==> src/rtl/bsg_cache_prefetch_pkg.sv <==
// Shared types for the prefetch/demand DMA arbiter.
// Holds the arbiter FSM encoding and the issue-counter ceiling.
package bsg_cache_prefetch_pkg;

    typedef enum logic [2:0] {
        e_idle,
        e_dem_send,
        e_dem_wait,
        e_pf_send,
        e_pf_wait
    } pf_arb_state_e;

    localparam logic [15:0] pf_count_max_lp = 16'hFFFF;

endpackage

==> src/rtl/prefetch_dma_arbiter.sv <==
// Shares one DMA port between demand misses and a one-deep prefetch slot.
// Demand wins in IDLE; a demand to the pending prefetch address drops it.
module prefetch_dma_arbiter
    import bsg_cache_prefetch_pkg::*;
#(
    parameter int addr_width_p = 32,
    parameter int data_width_p = 32
) (
    input  logic                    clk_i,
    input  logic                    reset_i,
    input  logic                    miss_dma_v_i,
    input  logic [addr_width_p-1:0] miss_dma_addr_i,
    output logic                    miss_dma_ready_o,
    output logic [data_width_p-1:0] miss_data_o,
    output logic                    miss_data_v_o,
    input  logic                    pf_req_i,
    input  logic [addr_width_p-1:0] pf_addr_i,
    output logic                    dma_busy_o,
    output logic [data_width_p-1:0] pf_data_o,
    output logic                    pf_data_v_o,
    output logic                    pf_drop_o,
    output logic                    dma_pkt_v_o,
    output logic [addr_width_p-1:0] dma_pkt_addr_o,
    input  logic                    dma_pkt_yumi_i,
    input  logic [data_width_p-1:0] dma_data_i,
    input  logic                    dma_data_v_i,
    output logic [15:0]             pf_issued_count_o
);

    pf_arb_state_e state_r, state_n;

    logic                    pf_pend_r;
    logic [addr_width_p-1:0] pf_addr_r;
    logic [addr_width_p-1:0] req_addr_r;
    logic [15:0]             pf_count_r;

    logic dem_accept;
    logic pf_launch;
    logic pf_inc;
    logic drop;

    // State register; reset abandons any in-flight request.
    always_ff @(posedge clk_i or posedge reset_i) begin
        if (reset_i) state_r <= e_idle;
        else         state_r <= state_n;
    end

    // Next-state selection and per-state handshake outputs.
    always_comb begin
        state_n          = state_r;
        miss_dma_ready_o = 1'b0;
        dma_pkt_v_o      = 1'b0;
        miss_data_v_o    = 1'b0;
        pf_data_v_o      = 1'b0;
        dem_accept       = 1'b0;
        pf_launch        = 1'b0;
        pf_inc           = 1'b0;
        unique case (state_r)
            e_idle: begin
                miss_dma_ready_o = ~reset_i;
                if (miss_dma_v_i) begin
                    dem_accept = ~reset_i;
                    state_n    = e_dem_send;
                end else if (pf_pend_r) begin
                    pf_launch = 1'b1;
                    state_n   = e_pf_send;
                end
            end
            e_dem_send: begin
                dma_pkt_v_o = 1'b1;
                if (dma_pkt_yumi_i) state_n = e_dem_wait;
            end
            e_dem_wait: begin
                if (dma_data_v_i) begin
                    miss_data_v_o = 1'b1;
                    state_n       = e_idle;
                end
            end
            e_pf_send: begin
                dma_pkt_v_o = 1'b1;
                if (dma_pkt_yumi_i) begin
                    pf_inc  = 1'b1;
                    state_n = e_pf_wait;
                end
            end
            e_pf_wait: begin
                if (dma_data_v_i) begin
                    pf_data_v_o = 1'b1;
                    state_n     = e_idle;
                end
            end
            default: state_n = e_idle;
        endcase
    end

    assign drop = dem_accept & pf_pend_r & (miss_dma_addr_i == pf_addr_r);

    // Single prefetch slot: fills only when empty, empties on launch or drop.
    always_ff @(posedge clk_i or posedge reset_i) begin
        if (reset_i) begin
            pf_pend_r <= 1'b0;
            pf_addr_r <= '0;
        end else if (pf_launch | drop) begin
            pf_pend_r <= 1'b0;
        end else if (~pf_pend_r & pf_req_i) begin
            pf_pend_r <= 1'b1;
            pf_addr_r <= pf_addr_i;
        end
    end

    // Address presented to the DMA engine for the current transaction.
    always_ff @(posedge clk_i or posedge reset_i) begin
        if (reset_i)         req_addr_r <= '0;
        else if (dem_accept) req_addr_r <= miss_dma_addr_i;
        else if (pf_launch)  req_addr_r <= pf_addr_r;
    end

    // Saturating count of prefetch packets taken by the DMA engine.
    always_ff @(posedge clk_i or posedge reset_i) begin
        if (reset_i) begin
            pf_count_r <= '0;
        end else if (pf_inc && pf_count_r != pf_count_max_lp) begin
            pf_count_r <= pf_count_r + 16'd1;
        end
    end

    assign dma_busy_o        = (state_r != e_idle) | pf_pend_r | miss_dma_v_i;
    assign pf_drop_o         = drop;
    assign dma_pkt_addr_o    = req_addr_r;
    assign miss_data_o       = miss_data_v_o ? dma_data_i : '0;
    assign pf_data_o         = pf_data_v_o ? dma_data_i : '0;
    assign pf_issued_count_o = pf_count_r;

endmodule

==> config.mk <==
export PLATFORM = sky130hd
export DESIGN_NAME = prefetch_dma_arbiter
export DESIGN_NICKNAME = d
export VERILOG_FILES = /design/src/rtl/bsg_cache_prefetch_pkg.sv /design/src/rtl/prefetch_dma_arbiter.sv
export SDC_FILE = /design/constraint.sdc
export NUM_CORES = 1
export LEC_CHECK = 0
export ABC_AREA = 1
export BUFFER_PORTS_ARGS = -buffer_cell sky130_fd_sc_hd__buf_4
export CORE_UTILIZATION = 48
export DETAILED_ROUTE_END_ITERATION = 12
export PLACE_DENSITY = 0.81
export REMOVE_ABC_BUFFERS = 1
export SKIP_LAST_GASP = 1
export SYNTH_ARGS = -nofsm -noshare
export SYNTH_HDL_FRONTEND = slang
export SYNTH_SLANG_ARGS = --single-unit
==> constraint.sdc <==
create_clock -name clk_i -period 3.3 [get_ports clk_i]
set_clock_uncertainty 0.1 [all_clocks]
set_input_delay 0.165 -clock clk_i [delete_from_list [all_inputs] [get_ports clk_i]]
set_output_delay 0.165 -clock clk_i [all_outputs]
set_load 0.005 [all_outputs]
==> summary.txt <==
Clocking
  • TritonCTS buffer count: 9
  • Worst-path clk slew: 0.08 ns
  • Cell chosen for the clock root: sky130_fd_sc_hd__clkbuf_8
  • Maximum level of the CTS H-tree: 3
  • Max clock buf depth: 2
  • CTS tree: built
  • Resize count post-CTS: 0
  • Clock net sink count: 84
  • Clock insertion delay at the later pin of the skew report: around 0.35 ns
  • Count of hold buffers inserted by post-cts repair: 57
  • # Post-CTS Setup Buffers: 0

Critical path
  • Critical path startpoint category: flop
  • Startpoint-to-endpoint class of the critical path: flop to output port
  • Start of the worst register-to-register path: state_r[1]$_DFFE_PP0P_
  • Worst Setup End Kind: output port
  • Critical Path AT: 2.24 ns
  • R2R setup slack: roughly 1.0 ns
  • Required arrival time at the worst endpoint: 3.03 ns
  • R2R depth: 7
  • Worst-path maximum fanout: 33
  • Capturing point of the worst reg2reg path: dma_pkt_addr_o[18]$_DFFE_PP0P_
  • CP Launch Point: state_r[2]$_DFFE_PP0P_

Cells and area
  • End-of-flow core utilization: 74.2%
  • Post-layout nets: about 1000
  • Count of filler cells inserted in the layout: between 700 and 800
  • Final antenna diode count: 0
  • Synthesis-to-layout area growth: 49.7%
  • Reg area: 2100 um2
  • Total area of multi-input combinational cells: 2260 um2
  • Share of post-route cells with drive strength above 1: 28.8%

Yosys
  • Cell count after synthesis: around 680
  • Flop and latch count out of synthesis: 84
  • Synth Area per Inst: approximately 7.2 um2
  • Post-synthesis compound-gate area fraction: 11.5%
  • Synth Area in XOR/XNOR: 2.88%
  • Arithmetic-cell share of the synthesized area counting full adders, half adders and majority gates: less than 1%
  • Unique cell type count in the Yosys netlist: 33
  • Dominant cell type by area after synthesis: sky130_fd_sc_hd__dfrtp_1
  • Post-synth top flop: sky130_fd_sc_hd__dfrtp_1
  • Part of the Yosys area used for sequential elements: 43.2%
  • Async set-reset flop share out of synthesis: 100%
  • Post-synthesis cell area: 4870 um2
  • Number of synthesized flops with an enable pin: 0
  • Main combinational cell family by area after synthesis: simple AND/OR/NAND/NOR gates
  • Top cells by instance count after synthesis: sky130_fd_sc_hd__nand2_1, sky130_fd_sc_hd__nor2_1, sky130_fd_sc_hd__inv_1
  • Mux contribution to synthesized area: 2.78%
  • Synth warn: 0
  • Area share of and/or/nand/nor cells after synthesis: around 29%
  • Area share of the leading cell type in the synthesized netlist: ~43%
  • Most frequently used cell type in the post-synthesis netlist: sky130_fd_sc_hd__nand2_1
  • Leading post-synthesis cells by cell area: sky130_fd_sc_hd__dfrtp_1, sky130_fd_sc_hd__nand2_1, sky130_fd_sc_hd__nor2_1

Timing
  • Worst rel slew slack: slightly below 30%
  • Pins over their slew limit: 0
  • Minimum clock period: around 2.5 ns
  • Measured slew at the worst slew-check pin: 1.05 ns
  • Maximum clock rate: 400 MHz
  • RSZ-0062 raised after global routing: no
  • Final period util: 75.8%
  • Number of endpoints failing setup at the final stage: 0
  • Sum of negative setup slack: 0 ns
  • Count of endpoints failing hold in the final timing report: 0

Die
  • Number of placed I/O pins: 220
  • Starting Density: 49.6%
  • Vert. Die Dim: 103 um
  • Overall die area: 10500 um2
  • Core region area: between 9000 and 10000 um2
  • Number of rows created at floorplan: 36
  • Width of the die: 103 um

Placed design
  • Final weighted congestion of routability-driven global placement: 0.909
  • Number of buffers added on ports: around 220
  • DP HPWL: ~11000 um

Global route
  • Leftover overflow at the end of global routing: 0
  • Via count of the first global-routing pass: 4948
  • Number of antenna violations at the first check in global routing: 0
  • Largest net degree at the start of global routing: 89
  • Wire length of the first global-routing pass: ~24000 um
  • Overall Global Routing Usage: between 30% and 40%

Drt
  • Number of vias per cell: 5.09
  • DRT Pass-1 Iters: 5
  • DRC Markers: 0
  • Drt total wl: 16500 um
  • Number of DRC markers after the initial detailed-route iteration: 328
  • Final ANT Viol Nets: 0
  • Routed length per placed instance: 15.3 um
  • Via count of the routed design: 5476

Outcome
  • Result of the run: finished clean

Power
  • Switching Share: between 30% and 40%
  • Clock power share: 14.0%
  • Switch Pwr: approximately 1.9 mW
  • Leakage: ~4 nW
  • Share of total power in sequential cells: 39.4%
  • Pwr Density: 642 nW/um2
  • Pint: 2.81 mW
  • Max VDD drop: 443 uV
  • Share of total power in combinational logic: 46.6%

Worst hold path
  • Worst Hold End: dma_pkt_addr_o[16]$_DFFE_PP0P_
  • Hold path cells: 3
  • Worst min path class: input port to flop
  • Startpoint of the tightest hold check path: miss_dma_addr_i[16]

Job
  • Max Cap Violations: 0
## sequential cells by signal (all words and copies together), names as in the netlist
name,count
pf_issued_count_o,16
state_r,3
dma_pkt_addr_o,32
pf_pend_r,1
pf_addr_r,32
## per-stage QoR
step	total power, mW	hold WS (ns)	worst slack, ns	area (um2)	instances
after CTS	4.65	0.000267	0.846	7290	1076
after detailed placement	3.93	0.111	1.11	6550	1003
after global routing	5.03	0.000350	0.644	7290	1076
after global placement	3.82	0.103	1.23	6550	1003
final	4.68	0.00470	0.799	7290	1076
after floorplan	2.97	0.193	0.870	4720	648
## cell type report
class / count / share of cell area, %
clock inverter: 2 / 0.137
multi-input combinational: 469 / 31.0
timing repair buffer: 279 / 30.7
tap: 133 / 2.28
inverter: 95 / 4.95
clock buffer: 14 / 2.10
sequential: 84 / 28.9
## layout by cell type, fill, tap and decap left out, types with 2 or more instances in the layout
cell type / count
sky130_fd_sc_hd__nor3_2: 3
sky130_fd_sc_hd__o21ai_0: 29
sky130_fd_sc_hd__dfrtp_1: 84
sky130_fd_sc_hd__inv_2: 4
sky130_fd_sc_hd__xor2_1: 11
sky130_fd_sc_hd__mux2_2: 12
sky130_fd_sc_hd__clkbuf_8: 10
sky130_fd_sc_hd__clkinv_2: 3
sky130_fd_sc_hd__nor3_1: 4
sky130_fd_sc_hd__nand2_1: 137
sky130_fd_sc_hd__nand2_4: 2
sky130_fd_sc_hd__nand4_1: 3
sky130_fd_sc_hd__xnor2_1: 5
sky130_fd_sc_hd__nor2_2: 3
sky130_fd_sc_hd__o21ai_2: 4
sky130_fd_sc_hd__nand2_2: 4
sky130_fd_sc_hd__nand3_1: 43
sky130_fd_sc_hd__o21ai_1: 50
sky130_fd_sc_hd__clkbuf_1: 4
sky130_fd_sc_hd__buf_4: 222
sky130_fd_sc_hd__nor2_4: 3
sky130_fd_sc_hd__nor2_1: 128
sky130_fd_sc_hd__a21oi_1: 21
sky130_fd_sc_hd__inv_1: 88
sky130_fd_sc_hd__dlygate4sd3_1: 57
## cells by family after synthesis
logic type	Yosys count
multiplexers	12
AO/OA/AOI/OAI	107
XOR/XNOR	16
buffers and inverters	124
AND/OR/NAND/NOR	333
flip-flops	84
adder cells (fa/ha/maj)	1
## power groups by stage
stage          registers (mW)  logic [mW]  clock network (mW)
6_report                 1.84        2.18               0.655
4_1_cts                  1.83        2.15               0.664
2_1_floorplan            1.77        1.19                   0
3_3_place_gp             1.82        2.00                   0
3_5_place_dp             1.83        2.10                   0
5_1_grt                  1.89        2.43               0.710
## worst max-delay path, cell delays in order, from the launching register on
cell	delay (ns)
sky130_fd_sc_hd__dfrtp_1	0.41
sky130_fd_sc_hd__inv_2	0.08
sky130_fd_sc_hd__nor3_1	0.21
sky130_fd_sc_hd__nand2_1	0.58
sky130_fd_sc_hd__nor2_1	0.43
sky130_fd_sc_hd__buf_4	0.17
## per-layer routing
layer	vias to the layer above	part of all wire [%]	GRT usage [%]
met4	0	2.5	10.5
met5	-	0	0
met2	260	53	57.6
met1	2552	37	34.5
met3	31	7.2	5.97
li1	2633	-	-
## how the worst max path moves through the flow
stage	cells past startpoint	to	slack, ns
4_1_cts	8	pf_drop_o	0.85
3_3_place_gp	7	dma_pkt_addr_o[18]$_DFFE_PP0P_	1.23
5_1_grt	8	pf_drop_o	0.64
3_5_place_dp	7	dma_pkt_addr_o[18]$_DFFE_PP0P_	1.11
6_report	5	pf_data_o[6]	0.80
2_1_floorplan	1	dma_pkt_addr_o[0]$_DFFE_PP0P_	0.87
Note: power is estimated with default switching activity, not from simulation.
